--- config.mk ---
export PLATFORM = sky130hd
export DESIGN_NAME = i2s_rx
export DESIGN_NICKNAME = d
export VERILOG_FILES = /design/src/rtl/i2s_pkg.sv /design/src/rtl/i2s_ws_edge.sv /design/src/rtl/i2s_rx.sv
export SDC_FILE = /design/constraint.sdc
export NUM_CORES = 1
export LEC_CHECK = 0
export BUFFER_PORTS_ARGS = -buffer_cell sky130_fd_sc_hd__buf_2
export CORE_ASPECT_RATIO = 1.25
export CORE_MARGIN = 4
export CORE_UTILIZATION = 55
export DETAILED_ROUTE_END_ITERATION = 10
export MAX_ROUTING_LAYER = met4
export PLACE_DENSITY_LB_ADDON = 0.05
export SLEW_MARGIN = 25
export SYNTH_ARGS = -nofsm -noshare
export SYNTH_HDL_FRONTEND = slang
export SYNTH_HIERARCHICAL = 1
export SYNTH_SLANG_ARGS = --single-unit
--- constraint.sdc ---
create_clock -name sclk -period 4 [get_ports sclk]
set_input_delay 0.2 -clock sclk [delete_from_list [all_inputs] [get_ports sclk]]
set_output_delay 0.2 -clock sclk [all_outputs]
set_load 0.02 [all_outputs]
--- src/rtl/i2s_pkg.sv ---
// Shared types and defaults for the I2S receive path.
package i2s_pkg;

    // Receiver framing state: hunting for a left slot, or inside a channel slot.
    typedef enum logic [1:0] {
        SYNC  = 2'd0,
        LEFT  = 2'd1,
        RIGHT = 2'd2
    } i2s_rx_state_t;

    localparam int I2S_DEFAULT_DW = 16;
    localparam int I2S_CNT_W      = 6;

endpackage

--- src/rtl/i2s_ws_edge.sv ---
// Word-select edge detector: registers ws and flags rising/falling transitions.
// The first posedge after reset only arms the detector, so a ws level that differs
// from the reset value of the delayed copy never looks like an edge.
module i2s_ws_edge (
    input  logic i_sclk,
    input  logic i_rst_n,
    input  logic i_ws,
    output logic o_rise,
    output logic o_fall
);

    logic r_ws_d;
    logic r_armed;

    // Delayed copy of ws and the arm flag.
    always_ff @(posedge i_sclk or negedge i_rst_n) begin
        if (!i_rst_n) begin
            r_ws_d  <= 1'b1;
            r_armed <= 1'b0;
        end else begin
            r_ws_d  <= i_ws;
            r_armed <= 1'b1;
        end
    end

    assign o_rise = r_armed &&  i_ws && !r_ws_d;
    assign o_fall = r_armed && !i_ws &&  r_ws_d;

endmodule

--- src/rtl/i2s_rx.sv ---
// I2S receiver: frames left/right slots on ws edges with the 1-bit MSB delay,
// captures AUDIO_DW bits MSB first, and hands out complete pairs via valid/ready.
module i2s_rx
    import i2s_pkg::*;
#(
    parameter int AUDIO_DW = I2S_DEFAULT_DW,
    parameter int CNT_W    = I2S_CNT_W
) (
    input  logic                sclk,
    input  logic                rst,
    input  logic                ws,
    input  logic                sdata,
    output logic [AUDIO_DW-1:0] out_left,
    output logic [AUDIO_DW-1:0] out_right,
    output logic                out_valid,
    input  logic                out_ready,
    output logic                frame_err,
    output logic                overrun
);

    // Slot position of the LSB: the edge posedge is position 1 (delay bit).
    localparam logic [CNT_W-1:0] LAST_POS = CNT_W'(AUDIO_DW + 1);

    i2s_rx_state_t r_state;
    i2s_rx_state_t w_state_next;

    logic                w_rise;
    logic                w_fall;
    logic                w_edge;
    logic [CNT_W-1:0]    r_bit_cnt;
    logic [CNT_W-1:0]    w_slot_pos;
    logic [AUDIO_DW-2:0] r_shift;
    logic [AUDIO_DW-1:0] w_word;
    logic                w_in_data;
    logic                w_slot_end;
    logic                w_short;
    logic                w_left_done;
    logic                w_pair_done;
    logic [AUDIO_DW-1:0] r_left_hold;
    logic                r_left_ok;
    logic [AUDIO_DW-1:0] r_out_left;
    logic [AUDIO_DW-1:0] r_out_right;
    logic                r_out_valid;
    logic                r_frame_err;
    logic                r_overrun;

    i2s_ws_edge u_ws_edge (
        .i_sclk  (sclk),
        .i_rst_n (rst),
        .i_ws    (ws),
        .o_rise  (w_rise),
        .o_fall  (w_fall)
    );

    assign w_edge = w_rise || w_fall;

    // Position of the current posedge within its slot; saturates on long slots.
    always_comb begin
        w_slot_pos = r_bit_cnt;
        if (w_edge) begin
            w_slot_pos = CNT_W'(1);
        end else if (r_bit_cnt != '1) begin
            w_slot_pos = r_bit_cnt + CNT_W'(1);
        end
    end

    assign w_word      = {r_shift, sdata};
    assign w_in_data   = !w_edge && (w_slot_pos >= CNT_W'(2)) && (w_slot_pos <= LAST_POS);
    assign w_slot_end  = !w_edge && (w_slot_pos == LAST_POS);
    assign w_short     = w_edge && (r_state != SYNC) && (r_bit_cnt < LAST_POS);
    assign w_left_done = w_slot_end && (r_state == LEFT);
    assign w_pair_done = w_slot_end && (r_state == RIGHT) && r_left_ok;

    // FSM state register.
    always_ff @(posedge sclk or negedge rst) begin
        if (!rst) begin
            r_state <= SYNC;
        end else begin
            r_state <= w_state_next;
        end
    end

    // FSM next state: transitions follow ws edges only; short slots still move on.
    always_comb begin
        w_state_next = r_state;
        case (r_state)
            SYNC:    if (w_fall) w_state_next = LEFT;
            LEFT:    if (w_rise) w_state_next = RIGHT;
            RIGHT:   if (w_fall) w_state_next = LEFT;
            default: w_state_next = SYNC;
        endcase
    end

    // Slot counter, shifter, left holding register and error pulses.
    always_ff @(posedge sclk or negedge rst) begin
        if (!rst) begin
            r_bit_cnt   <= '0;
            r_shift     <= '0;
            r_left_hold <= '0;
            r_left_ok   <= 1'b0;
            r_frame_err <= 1'b0;
        end else begin
            r_bit_cnt   <= w_slot_pos;
            r_frame_err <= w_short;
            // Edge discards any partial word; padding bits past the LSB are ignored.
            if (w_edge) begin
                r_shift <= '0;
            end else if (w_in_data) begin
                r_shift <= w_word[AUDIO_DW-2:0];
            end
            if (w_short) begin
                r_left_ok <= 1'b0;
            end else if (w_left_done) begin
                r_left_hold <= w_word;
                r_left_ok   <= 1'b1;
            end else if (w_pair_done) begin
                r_left_ok <= 1'b0;
            end
        end
    end

    // Output pair register: load when free or being accepted, else drop and flag overrun.
    always_ff @(posedge sclk or negedge rst) begin
        if (!rst) begin
            r_out_left  <= '0;
            r_out_right <= '0;
            r_out_valid <= 1'b0;
            r_overrun   <= 1'b0;
        end else begin
            r_overrun <= 1'b0;
            if (w_pair_done) begin
                if (!r_out_valid || out_ready) begin
                    r_out_left  <= r_left_hold;
                    r_out_right <= w_word;
                    r_out_valid <= 1'b1;
                end else begin
                    r_overrun <= 1'b1;
                end
            end else if (r_out_valid && out_ready) begin
                r_out_valid <= 1'b0;
            end
        end
    end

    assign out_left  = r_out_left;
    assign out_right = r_out_right;
    assign out_valid = r_out_valid;
    assign frame_err = r_frame_err;
    assign overrun   = r_overrun;

endmodule
Word level (Yosys, flattened, before mapping):

Index checks and enable logic that the tools add are counted.

* register bits after elaboration: 77
* output and inout port bits: 35
* word-level logic and storage cells: 68

* reductions and logical operators: 29
* add/subtract/negate cells: 1
* equality and inequality tests: 7
* bitwise logic cells: 1
* multiplexer cells: 15
* order comparisons: 3

Operators by type and width (count)
* $mux W15: 2
* $logic_and A1 B1 Y1: 13
* $mux W6: 2
* $mux W1: 8
* $reduce_and A2 Y1: 4
* $add A6 B1 Y6 const B: 1
* $eq A6 B5 Y1 const B: 1
* $ge A6 B2 Y1 const B: 1
* $le A6 B5 Y1 const B: 1
* $lt A6 B5 Y1 const B: 1
* $ne A6 B6 Y1 const B: 1
* $reduce_bool A2 Y1: 3
* $logic_not A1 Y1: 4
* $mux W2: 2
* $ne A2 B1 Y1 const B: 2
* $pmux W2 S2: 1
* $reduce_bool A3 Y1: 1
* $eq A2 B1 Y1 const B: 1
* $eq A2 B2 Y1 const B: 1
* $logic_not A2 Y1: 1
* $logic_or A1 B1 Y1: 2
* $ne A2 B2 Y1 const B: 1
* $reduce_or A2 Y1: 1
* $not A1 Y1: 1

Longest topological paths before layout:

Gate-level depths: netlist (run 1).

* word-level depth: 12
* mapped depth: 8
* depth with buffers taken out: 7

By module:

Netlist (run 1), hierarchy kept.

Modules (own cells, without submodules)
* i2s_rx: instances 1, cells an instance 242, sequential area each 1876.8 µm², area each 3229.3 µm²
* i2s_ws_edge: instances 1, cells an instance 5, sequential area each 51.3 µm², area each 72.6 µm²

Worst setup path before layout (run 1):

Ideal clock, no wire load.

* path kind: register to register
* start: register u_ws_edge.r_ws_d
* end: register r_left_hold[9]
* stages on the path, launching flop included: 8
* slack: 1.768 ns
* buffers on the path: 2
* data required time: 3.875 ns
* setup time: 0.125 ns
* arrival time: 2.107 ns
* clock period less this slack: 2.232 ns
* cells stage by stage: dfstp_2 > and3b_1 > or2_2 > clkbuf_1 > nor2_1 > nand4_4 > buf_6 > mux2_4

* longest elaborated chain between the ends: 8
* elaborated cells on any way between the ends: 13
* those cells by class: 1 x eq/ne; 1 x mux; 1 x bitwise; 10 x reduce/logical

RTL lines
* start: declaration: RTL line i2s_ws_edge.sv:12 `logic r_ws_d;`
* start signal: assignment: RTL line i2s_ws_edge.sv:21 `r_ws_d <= i_ws;`
* $logic_not A1 Y1 (*): RTL line i2s_ws_edge.sv:26 `assign o_rise = r_armed && i_ws && !r_ws_d;`
* $logic_and A1 B1 Y1 (*): RTL line i2s_ws_edge.sv:26
* named net w_rise: RTL line i2s_rx.sv:27 `logic w_rise;`
* $logic_or A1 B1 Y1 (*): RTL line i2s_rx.sv:55 `assign w_edge = w_rise || w_fall;`
* $mux W6: RTL line i2s_rx.sv:60 `if (w_edge) begin`
* $eq A6 B5 Y1: RTL line i2s_rx.sv:69 `assign w_slot_end = !w_edge && (w_slot_pos == LAST_POS);`
* $logic_and A1 B1 Y1: RTL line i2s_rx.sv:69
* $logic_and A1 B1 Y1: RTL line i2s_rx.sv:71 `assign w_left_done = w_slot_end && (r_state == LEFT);`
* $reduce_and A2 Y1 (no line) (*)
* end signal: assignment: RTL line i2s_rx.sv:114 `r_left_hold <= w_word;`
* end: declaration: RTL line i2s_rx.sv:39 `logic [AUDIO_DW-1:0] r_left_hold;`

The timed path passes the listed nets; every way through them passes the cells marked *.
A chain may end at the register's enable or synchronous reset.

Final worst setup path (run 1):

* start: register u_ws_edge.r_ws_d
* end: register r_out_right[3], in the netlist out_right[3]

* longest elaborated chain between the ends: 9
* elaborated cells on any way between the ends: 11
* those cells by class: 1 x eq/ne; 1 x mux; 9 x reduce/logical

RTL lines
* $logic_not A1 Y1 (*): RTL line i2s_ws_edge.sv:26
* $logic_and A1 B1 Y1 (*): RTL line i2s_ws_edge.sv:26
* named net w_rise: RTL line i2s_rx.sv:27
* $logic_or A1 B1 Y1 (*): RTL line i2s_rx.sv:55
* $mux W6: RTL line i2s_rx.sv:60
* $eq A6 B5 Y1: RTL line i2s_rx.sv:69
* $logic_and A1 B1 Y1 (*): RTL line i2s_rx.sv:69
* $logic_and A1 B1 Y1 (*) (2 in a row): RTL line i2s_rx.sv:72 `assign w_pair_done = w_slot_end && (r_state == RIGHT) && r_left_ok;`
* $reduce_and A2 Y1 (no line) (*)
* end signal: assignment: RTL line i2s_rx.sv:134 `r_out_right <= w_word;`
* end: declaration: RTL line i2s_rx.sv:42 `logic [AUDIO_DW-1:0] r_out_right;`

Marked as above.

==> results of run 1 <==
-- metrics by stage --
step,power (uW),std cells
after floorplan,1390,247
after global placement,1480,344
after detailed placement,1490,344
after CTS,2120,361
after global routing,2220,362
final,2100,362
-- metal layers --
layer | wire length [um] | part of all wire | vias to the layer above
li1 | - | - | 938
met1 | 2300 | 0.43 | 984
met2 | 2740 | 0.51 | 38
met3 | 196 | 0.036 | 14
met4 | 153 | 0.028 | 0
met5 | 0 | 0 | -
-- worst min-delay path by stage --
| stage | depth (start not counted) | from | endpoint |
|---|---|---|---|
| after global placement | 1 | ws | u_ws_edge/r_ws_d$_DFF_PN1_ |
| after CTS | 1 | rst | out_left[12]$_DFFE_PN0P_ |
| after global routing | 2 | sdata | out_right[0]$_DFFE_PN0P_ |
| final | 3 | sdata | r_shift[0]$_DFFE_PN0P_ |
| after detailed placement | 1 | ws | u_ws_edge/r_ws_d$_DFF_PN1_ |
| after floorplan | 0 | rst | frame_err$_DFF_PN0_ |
-- registers in the layout, summed over array words and instances (netlist names) --
| signal | flops |
|---|---|
| r_state | 2 |
| u_ws_edge/r_armed | 1 |
| r_left_ok | 1 |
| r_left_hold | 16 |
| out_valid | 1 |
| u_ws_edge/r_ws_d | 1 |
| r_bit_cnt | 6 |
| r_shift | 15 |
| overrun | 1 |
| out_right | 16 |
| out_left | 16 |
| frame_err | 1 |
-- final cells by class --
cell class                      count  area [um^2]
Inverter                           18         67.6
Clock buffer                       10          128
Clock inverter                      6         87.6
Fill cell                         442         2060
Tap cell                           66         82.6
Timing Repair Buffer               43          236
Multi-Input combinational cell    142         1220
Sequential cell                    77         1930
-- cells by family after synthesis --
family                     after synthesis  share of synthesized area
AOI/OAI and AO/OA                       14                     0.0318
other                                    1                    0.00114
xor gates and xnor gates                 3                    0.00796
DFF                                     77                      0.584
adders and majority gates                2                    0.00758
and+or+nand+nor                         56                      0.102
muxes                                   66                      0.221
buffers and inverters                   28                     0.0455
-- worst reg2reg max path, delay by kind of cell (launching register included) --
kind / cells / cell delay, ns
DFF: 1 / 0.53
muxes: 1 / 0.50
and+or+nand+nor: 4 / 1.57
-- synthesized netlist by cell type, types with 2 or more instances --
library cell / number / share of area
nor2_1: 8 / 0.0091
inv_1: 18 / 0.020
nand4_4: 2 / 0.013
mux2i_1: 15 / 0.045
a21oi_1: 3 / 0.0045
mux2_2: 50 / 0.17
buf_6: 4 / 0.014
nand3_1: 3 / 0.0045
buf_2: 2 / 0.0030
clkbuf_1: 2 / 0.0023
nand2b_1: 2 / 0.0038
and3b_1: 3 / 0.0080
nand3b_1: 2 / 0.0045
dfrtp_1: 76 / 0.58
xnor2_1: 3 / 0.0080
ha_1: 2 / 0.0076
nand2_1: 24 / 0.027
o21ai_0: 3 / 0.0045
-- repair_timing --
action,CTS,global route
hold endpoints to repair,1,76
buffers inserted,0,0
hold buffers,1,1
-- power groups by stage --
stage / Sequential, uW / Combinational [uW] / Clock (uW)
floorplan: 977 / 412 / 0
global placement: 1010 / 465 / 0
detailed placement: 1010 / 475 / 0
CTS: 998 / 477 / 647
global route: 1020 / 526 / 679
finish: 998 / 470 / 627
==> run_results.csv, run 1 <==
group,metric,value,unit
sta,slew_headroom,0.543,
final_layout,drive_above_1_share,0.395,
synth,synthArstFlopShare,1.00,
synth,syn_area_per_cell,13.4,um^2
placed_design,gp_congestion,0.865,
routing,postRouteAntennaNets,0,
floorplan,initial_core_util,0.568,
sta,max_freq,367,MHz
final_layout,nets,298,
final_layout,diodes,0,
placed_design,placed_cell_area,3510,um^2
placed_design,dp_slack,1.26,ns
sta,min_period_over_period,0.681,
clocking,clockBufferDepth,2,
clocking,ctsResizeCount,0,
global_route,gr-usage-met1,0.188,
global_route,grt_pass1_wl,9.35,mm
floorplan,num_rows,31,
setup_path,rr_endpoint,"out_right[3]$_DFFE_PN0P_",
clocking,cts_root_buf,"clkbuf_8",
sta,whs,0.106,ns
synth,ys.flop_type,"dfrtp_1",
sta,setup_violations,0,
setup_path,cp-end-kind,"flop",
setup_path,crit_buf_inv,0,
synth,yosys_warnings,6,
floorplan,die_w,77.3,um
global_route,top_usage_layer,"met2",
placed_design,portBuffers,39,
setup_path,worstPathRequired,4.23,ns
sta,clock_skew,0.00859,ns
routing,wl_per_cell,14.9,um
clocking,htreeDepth,3,
power,switching_share,0.307,
synth,syn_inst,247,
final_layout,final_area,3750,um^2
synth,synth-edff-count,0,
power,seq_power_share,0.476,
power,peakVddDrop,0.000469,V
sta,min_period,2.72,ns
global_route,grt_usage,0.172,
setup_path,reg2reg_from,"u_ws_edge/r_ws_d$_DFF_PN1_",
routing,viasPerCell,5.45,
routing,drt_first_pass_iters,4,
routing,route.detailed.drc,0,
synth,syn-num-nets,254,
setup_path,worst_setup_path_start_kind,"flop",
sta,slew_violations,0,
setup_path,arrival,2.95,ns
global_route,grt_overflow,0,
setup_path,crit_slowest_cell,"nand4_4",
setup_path,path_class,"reg -> reg",
setup_path,critPathLaunch,"u_ws_edge/r_ws_d$_DFF_PN1_",
sta,worst_pin_slew,0.686,ns
setup_path,worstSetupEndpoint,"out_right[3]$_DFFE_PN0P_",
sta,tns,0,ns
synth,ys_seq_area_frac,0.584,
synth,syn_area,3300,um^2
clocking,numCtsBuffers,9,
placed_design,dp_hpwl,3.52,mm
setup_path,path_depth,5,
power,power.density,558,nW/um^2
global_route,antenna_found_initial,0,
routing,routed_wl,5.39,mm
synth,yosysUniqueCellTypes,43,
global_route,met3_usage,0.0372,
setup_path,rrSetupSlack,1.28,ns
final_layout,layout_common_cells,"dfrtp_1 (76), mux2_2 (50), buf_2 (38)",
final_layout,utilization,0.645,
run_status,status,"finished clean",
floorplan,core,5820,um^2
sta,finalHoldViolations,0,
setup_path,crit_path_max_fanout,32,
power,intPower,1450,uW
clocking,cts_sinks,77,
setup_path,reg2reg_depth,5,
clocking,cts.clk_slew.worst_paths,0.07,ns
routing,num_vias,1974,
power,pwr-share-clk,0.299,
floorplan,fp.dieArea,7310,um^2
power,pwr-share-comb,0.224,
global_route,grt_pass1_vias,2069,
sta,rsz0062_at_grt,"no",
hold_path,hold_class,"in -> reg",
power,p_leak,0.00200,uW
final_layout,area_growth_syn_to_layout,13.7,%
power,power_switching,642,uW
global_route,grt_start_max_net_pins,78,
clocking,cts_tree,"done",
routing,drtIter0Drc,91,
clocking,clock_latency,0.35,ns
sta,setup_slack,1.28,ns
floorplan,chipHeight,94.6,um
run,maxCapViolations,0,
global_route,use_met2,0.284,
setup_path,slowest_delay,0.57,ns
synth,synth_seq_cells,77,
final_layout,layout_commonest_cell,"dfrtp_1",
setup_path,cp_cell_sequence,"and3b_1 > or2_2 > nor2_1 > nand4_4 > mux2_2",
floorplan,io_pins,40,
setup_path,path_delay_family,"simple AND/OR/NAND/NOR gates",
(Power assumes the default switching activity.)
==> inputs of run 2 (changes only) <==
--- a/config.mk
+++ b/config.mk
@@ -5,10 +5,11 @@
 export SDC_FILE = /design/constraint.sdc
 export NUM_CORES = 1
 export LEC_CHECK = 0
+export ABC_AREA = 1
 export BUFFER_PORTS_ARGS = -buffer_cell sky130_fd_sc_hd__buf_2
 export CORE_ASPECT_RATIO = 1.25
 export CORE_MARGIN = 4
-export CORE_UTILIZATION = 55
+export CORE_UTILIZATION = 52
 export DETAILED_ROUTE_END_ITERATION = 10
 export MAX_ROUTING_LAYER = met4
 export PLACE_DENSITY_LB_ADDON = 0.05
==> constraint.sdc (replaced) <==
create_clock -name sclk -period 2.5 [get_ports sclk]
set_input_delay 0.125 -clock sclk [delete_from_list [all_inputs] [get_ports sclk]]
set_output_delay 0.125 -clock sclk [all_outputs]
set_load 0.02 [all_outputs]
==> run_results.csv, run 2 <==
group,metric,value,unit
setup_path,rr_endpoint,"out_left[0]$_DFFE_PN0P_",
synth,synth_top_area_cell,"dfrtp_1",
floorplan,io_pins,40,
routing,drt_first_pass_iters,4,
global_route,antenna_found_initial,0,
synth,syn-num-nets,384,
setup_path,crit_path_max_fanout,16,
placed_design,gp_congestion,0.840,
placed_design,dp_hpwl,4.82,mm
synth,syn_inst,377,
sta,min_period,2.28,ns
floorplan,chipHeight,98.7,um
sta,min_period_over_period,0.914,
floorplan,core,6290,um^2
synth,syn_area_per_cell,9.07,um^2
synth,synth-edff-count,0,
power,peakVddDrop,0.000700,V
clocking,numCtsBuffers,9,
sta,clock_skew,0.00611,ns
routing,routed_wl,7.31,mm
global_route,grt_usage,0.209,
routing,num_vias,2660,
sta,slew_headroom,0.546,
hold_path,hold_path_end,"r_shift[0]$_DFFE_PN0P_",
power,p_leak,0.00225,uW
setup_path,arrival,2.52,ns
hold_path,hold_depth,3,
clocking,clockBufferDepth,2,
synth,ys_seq_area_frac,0.564,
routing,viasPerCell,5.27,
global_route,grt_overflow,0,
synth,ys.flop_type,"dfrtp_1",
floorplan,die_w,80.5,um
global_route,grt_pass1_vias,2568,
global_route,grt_pass1_wl,12.6,mm
synth,yosysUniqueCellTypes,33,
sta,finalHoldViolations,0,
final_layout,area_growth_syn_to_layout,14.1,%
setup_path,reg2reg_from,"r_bit_cnt[0]$_DFF_PN0_",
run_status,status,"finished clean",
routing,wl_per_cell,14.5,um
sta,tns,0,ns
setup_path,slowest_delay,0.47,ns
setup_path,cp_cell_sequence,"ha_1 > nand2_2 > nor2_4 > nand2_2 > nand3_2 > nand2_1 > nor2_2 > nand2_2 > nor2_8 > nand3_4 > nand2_1 > nand2_1",
setup_path,worst_setup_path_start_kind,"flop",
clocking,clock_latency,0.35,ns
sta,setup_violations,0,
final_layout,layout_common_cells,"nand2_1 (136), dfrtp_1 (76), nand3_1 (50)",
synth,synth_seq_cells,77,
setup_path,reg2reg_depth,12,
sta,rsz0062_at_grt,"no",
hold_path,worstHoldStart,"sdata",
setup_path,worstPathRequired,2.73,ns
synth,syn_area,3420,um^2
synth,ys_top_cells_by_count,"nand2_1 (136), dfrtp_1 (76), nand3_1 (50)",
synth,yosysMostFrequentCell,"nand2_1",
run,maxCapViolations,0,
routing,drtIter0Drc,161,
sta,worst_pin_slew,0.681,ns
clocking,htreeDepth,3,
synth,yosys_warnings,6,
clocking,cts_root_buf,"clkbuf_8",
final_layout,drive_above_1_share,0.202,
clocking,cts_sinks,77,
final_layout,final_area,3900,um^2
setup_path,cp-end-kind,"flop",
synth,synth_top_area_share,0.556,
routing,postRouteAntennaNets,0,
floorplan,initial_core_util,0.544,
setup_path,rrSetupSlack,0.22,ns
setup_path,path_class,"reg -> reg",
placed_design,portBuffers,39,
clocking,cts_tree,"done",
final_layout,layout_commonest_cell,"nand2_1",
clocking,cts.clk_slew.worst_paths,0.07,ns
global_route,grt_start_max_net_pins,78,
synth,synthTopCellsByArea,"dfrtp_1 (56%), nand2_1 (15%), nand3_1 (7.3%), nand4_1 (6.0%), inv_1 (2.0%)",
power,power.density,844,nW/um^2
sta,max_freq,438,MHz
routing,route.detailed.drc,0,
final_layout,diodes,0,
sta,slew_violations,0,
placed_design,placed_cell_area,3640,um^2
setup_path,crit_slowest_cell,"dfrtp_1",
hold_path,hold_class,"in -> reg",
floorplan,num_rows,32,
final_layout,nets,423,
synth,synthArstFlopShare,1.00,
floorplan,fp.dieArea,7950,um^2
## run 2: cell count changes in the layout (fill, tap and decap cells not counted), sizes merged, moves of 3 or more
| cell | before | now |
|---|---|---|
| mux2i | 15 | 0 |
| nand2 | 24 | 141 |
| and3b | 3 | 0 |
| xnor2 | 3 | 0 |
| mux2 | 51 | 0 |
| buf | 41 | 47 |
| nand3 | 3 | 57 |
| nand4 | 3 | 33 |
| nor2 | 8 | 16 |
## run 2: per-layer routing
layer	share of wire	GRT usage
met3	0.042	0.0302
met2	0.48	0.316
met1	0.45	0.278
met5	0	-
met4	0.026	0.0988
## run 2: final cells by class
class,instances,area [um^2]
fill,575,2380
sequential,77,1930
multi-input combinational,260,1300
timing repair buffer,49,282
clock buffer,10,138
tap,85,106
clock inverter,5,75.1
inverter,19,71.3
## run 2: how the worst max path moves through the flow
| stage | start | endpoint | slack [ns] |
|---|---|---|---|
| after CTS | r_bit_cnt[0]$_DFF_PN0_ | out_left[0]$_DFFE_PN0P_ | 0.12 |
| final | r_bit_cnt[0]$_DFF_PN0_ | out_left[0]$_DFFE_PN0P_ | 0.22 |
| after detailed placement | u_ws_edge/r_ws_d$_DFF_PN1_ | r_left_hold[13]$_DFFE_PN0P_ | 0.16 |
| after global placement | r_bit_cnt[0]$_DFF_PN0_ | out_right[12]$_DFFE_PN0P_ | 0.20 |
| after global routing | r_bit_cnt[0]$_DFF_PN0_ | out_right[0]$_DFFE_PN0P_ | 0.02 |
| after floorplan | u_ws_edge/r_ws_d$_DFF_PN1_ | out_right[2]$_DFFE_PN0P_ | 0.63 |
## run 2: through the flow
step	instances	setup WS, ns	total power [uW]	utilization	hold slack (ns)
after floorplan	377	0.628	2130	-	-0.171
after global placement	487	0.202	2280	0.579	0.252
after detailed placement	487	0.158	2300	0.579	0.255
after CTS	504	0.116	3300	0.616	0.0460
after global routing	505	0.0189	3500	0.621	0.0705
final	505	0.216	3290	0.621	0.0629
## run 2: power by group
group	switching, uW	internal, uW
sequential	190	1400
clock	427	578
combinational	480	218
## run 2: cell families (layout without fill, tap and decap cells)
family | count (synthesis) | in the layout | share of synthesized area
adder cells (fa/ha/maj) | 2 | 2 | 0.00732
other | 1 | 1 | 0.00110
AND/OR/NAND/NOR | 247 | 248 | 0.344
buffers and inverters | 41 | 83 | 0.0651
XOR/XNOR | 1 | 1 | 0.00256
AO/OA/AOI/OAI | 8 | 8 | 0.0165
flip-flops | 77 | 77 | 0.564
## run 2: repair_timing
item                                    CTS  global route
hold buffers                              2             0
buffers inserted                          0             0
endpoints found under the setup margin    0            45
resized for setup                         0             2
hold endpoints to repair                 77             0
## run 2: worst max-delay path: cells and delay by family, from the launching register on
kind | cells | cell delay (ns)
adder cells (fa/ha/maj) | 1 | 0.26
flip-flops | 1 | 0.47
AND/OR/NAND/NOR | 11 | 1.42
==> inputs of run 3 (changes only) <==
--- a/config.mk
+++ b/config.mk
@@ -9,7 +9,7 @@
 export BUFFER_PORTS_ARGS = -buffer_cell sky130_fd_sc_hd__buf_2
 export CORE_ASPECT_RATIO = 1.25
 export CORE_MARGIN = 4
-export CORE_UTILIZATION = 52
+export CORE_UTILIZATION = 34
 export DETAILED_ROUTE_END_ITERATION = 10
 export MAX_ROUTING_LAYER = met4
 export PLACE_DENSITY_LB_ADDON = 0.05
==> run_results.csv, run 3 (synthesized netlist as in run 2, its figures left out) <==
group,metric,value,unit
run_status,status,"finished clean",
hold_path,hold_path_end,"r_shift[0]$_DFFE_PN0P_",
clocking,clock_latency,0.33,ns
power,p_leak,0.00230,uW
routing,num_vias,2650,
global_route,grt_pass1_vias,2634,
routing,viasPerCell,4.85,
setup_path,path_class,"reg -> reg",
final_layout,drive_above_1_share,0.205,
setup_path,slowest_delay,0.41,ns
placed_design,gp_congestion,0.811,
sta,whs,0.0856,ns
floorplan,chipHeight,120,um
floorplan,initial_core_util,0.352,
sta,min_period,2.20,ns
setup_path,rr_endpoint,"out_right[5]$_DFFE_PN0P_",
clocking,clockBufferDepth,2,
routing,route.detailed.drc,0,
setup_path,worst_setup_path_start_kind,"flop",
final_layout,layout_commonest_cell,"nand2_1",
routing,drt_first_pass_iters,4,
floorplan,fp.dieArea,11700,um^2
hold_path,hold_class,"in -> reg",
routing,routed_wl,7.98,mm
floorplan,io_pins,40,
sta,finalHoldViolations,0,
sta,max_freq,455,MHz
final_layout,layout_common_cells,"nand2_1 (136), dfrtp_1 (75), nand3_1 (50)",
final_layout,area_growth_syn_to_layout,18.1,%
clocking,cts.clk_slew.worst_paths,0.05,ns
sta,rsz0062_at_grt,"no",
sta,setup_slack,0.304,ns
clocking,cts_tree,"done",
sta,slew_headroom,0.530,
global_route,grt_overflow,0,
clocking,cts_sinks,77,
routing,wl_per_cell,14.6,um
hold_path,worstHoldStart,"sdata",
routing,postRouteAntennaNets,0,
sta,worst_pin_slew,0.705,ns
placed_design,dp_slack,0.0759,ns
floorplan,core,9710,um^2
setup_path,crit_slowest_cell,"dfrtp_1",
floorplan,die_w,97.7,um
final_layout,nets,423,
setup_path,cp-end-kind,"flop",
setup_path,reg2reg_depth,12,
sta,setup_violations,0,
setup_path,worstPathRequired,2.72,ns
setup_path,crit_path_max_fanout,32,
global_route,grt_pass1_wl,13.8,mm
floorplan,num_rows,40,
final_layout,final_area,4040,um^2
placed_design,dp_hpwl,5.46,mm
global_route,antenna_found_initial,0,
clocking,cts_root_buf,"clkbuf_16",
final_layout,regArea,1930,um^2
global_route,grt_start_max_net_pins,78,
placed_design,placed_cell_area,3700,um^2
power,power.density,914,nW/um^2
setup_path,cp_cell_sequence,"ha_1 > nand2_2 > nor2_4 > nand2_2 > nand3_2 > nand2_1 > nor2_2 > nand2_2 > nor2_8 > nand3_4 > nand2_1 > nand2_1",
power,peakVddDrop,0.000402,V
run,maxCapViolations,0,
sta,slew_violations,0,
sta,clock_skew,0.00458,ns
final_layout,multiInputGateArea,1280,um^2
sta,tns,0,ns
clocking,numCtsBuffers,9,
setup_path,arrival,2.41,ns
placed_design,portBuffers,39,
sta,min_period_over_period,0.878,
clocking,htreeDepth,3,
hold_path,hold_depth,3,
final_layout,nFillCells,997,
routing,drtIter0Drc,120,
global_route,grt_usage,0.153,
setup_path,reg2reg_from,"r_bit_cnt[1]$_DFF_PN0_",
setup_path,rrSetupSlack,0.30,ns
final_layout,diodes,0,
[run 3: cell count changes in the layout (fill, tap and decap cells not counted), sizes merged]
cell and change:
nand3 -1, buf +1
[run 3: worst max path at each step]
stage | startpoint | endpoint
2_1_floorplan | u_ws_edge/r_ws_d$_DFF_PN1_ | out_right[2]$_DFFE_PN0P_
3_3_place_gp | r_bit_cnt[0]$_DFF_PN0_ | out_right[13]$_DFFE_PN0P_
3_5_place_dp | u_ws_edge/r_ws_d$_DFF_PN1_ | r_left_hold[0]$_DFFE_PN0P_
4_1_cts | u_ws_edge/r_ws_d$_DFF_PN1_ | r_left_hold[0]$_DFFE_PN0P_
5_1_grt | u_ws_edge/r_ws_d$_DFF_PN1_ | out_right[7]$_DFFE_PN0P_
6_report | r_bit_cnt[1]$_DFF_PN0_ | out_right[5]$_DFFE_PN0P_
[run 3: repair_timing]
item,in CTS,in global routing
setup endpoints to repair,0,9
setup buffers,0,0
endpoints found under the hold margin,30,0
hold buffers,2,0
resized for setup,0,1
[run 3: area by class of cell]
cell class	instances	share of cell area
clock buffers	10	0.0592
repair buffers	50	0.0716
multi-input cells	259	0.316
well taps	126	0.0390
clock inverters	5	0.0186
flip-flops and latches	77	0.478
inverters	19	0.0177
[run 3: per-layer routing]
layer  vias up  track usage  wire [um]
met5         -            -          0
met4         0       0.0658        195
met3        17       0.0401        385
met2        64        0.234       3790
met1      1244        0.192       3610
li1       1325            -          -
[run 3: power by group]
group | leakage (uW) | switching, uW | internal, uW
registers | 0.00105 | 203 | 1400
clock network | 0.000158 | 478 | 889
logic | 0.00109 | 485 | 230
[run 3: stage by stage]
step | std cells | utilization | power, uW
6_report | 546 | 0.416 | 3690
5_1_grt | 546 | 0.416 | 3920
4_1_cts | 546 | 0.415 | 3740
3_5_place_dp | 529 | 0.381 | 2350
3_3_place_gp | 529 | 0.381 | 2340
2_1_floorplan | 377 | - | 2130
[run 3: critical path, delay by kind of cell, from the launching register on]
kind                       cells  cell delay (ns)
DFF                            1             0.41
adders and majority gates      1             0.25
and+or+nand+nor               11             1.40
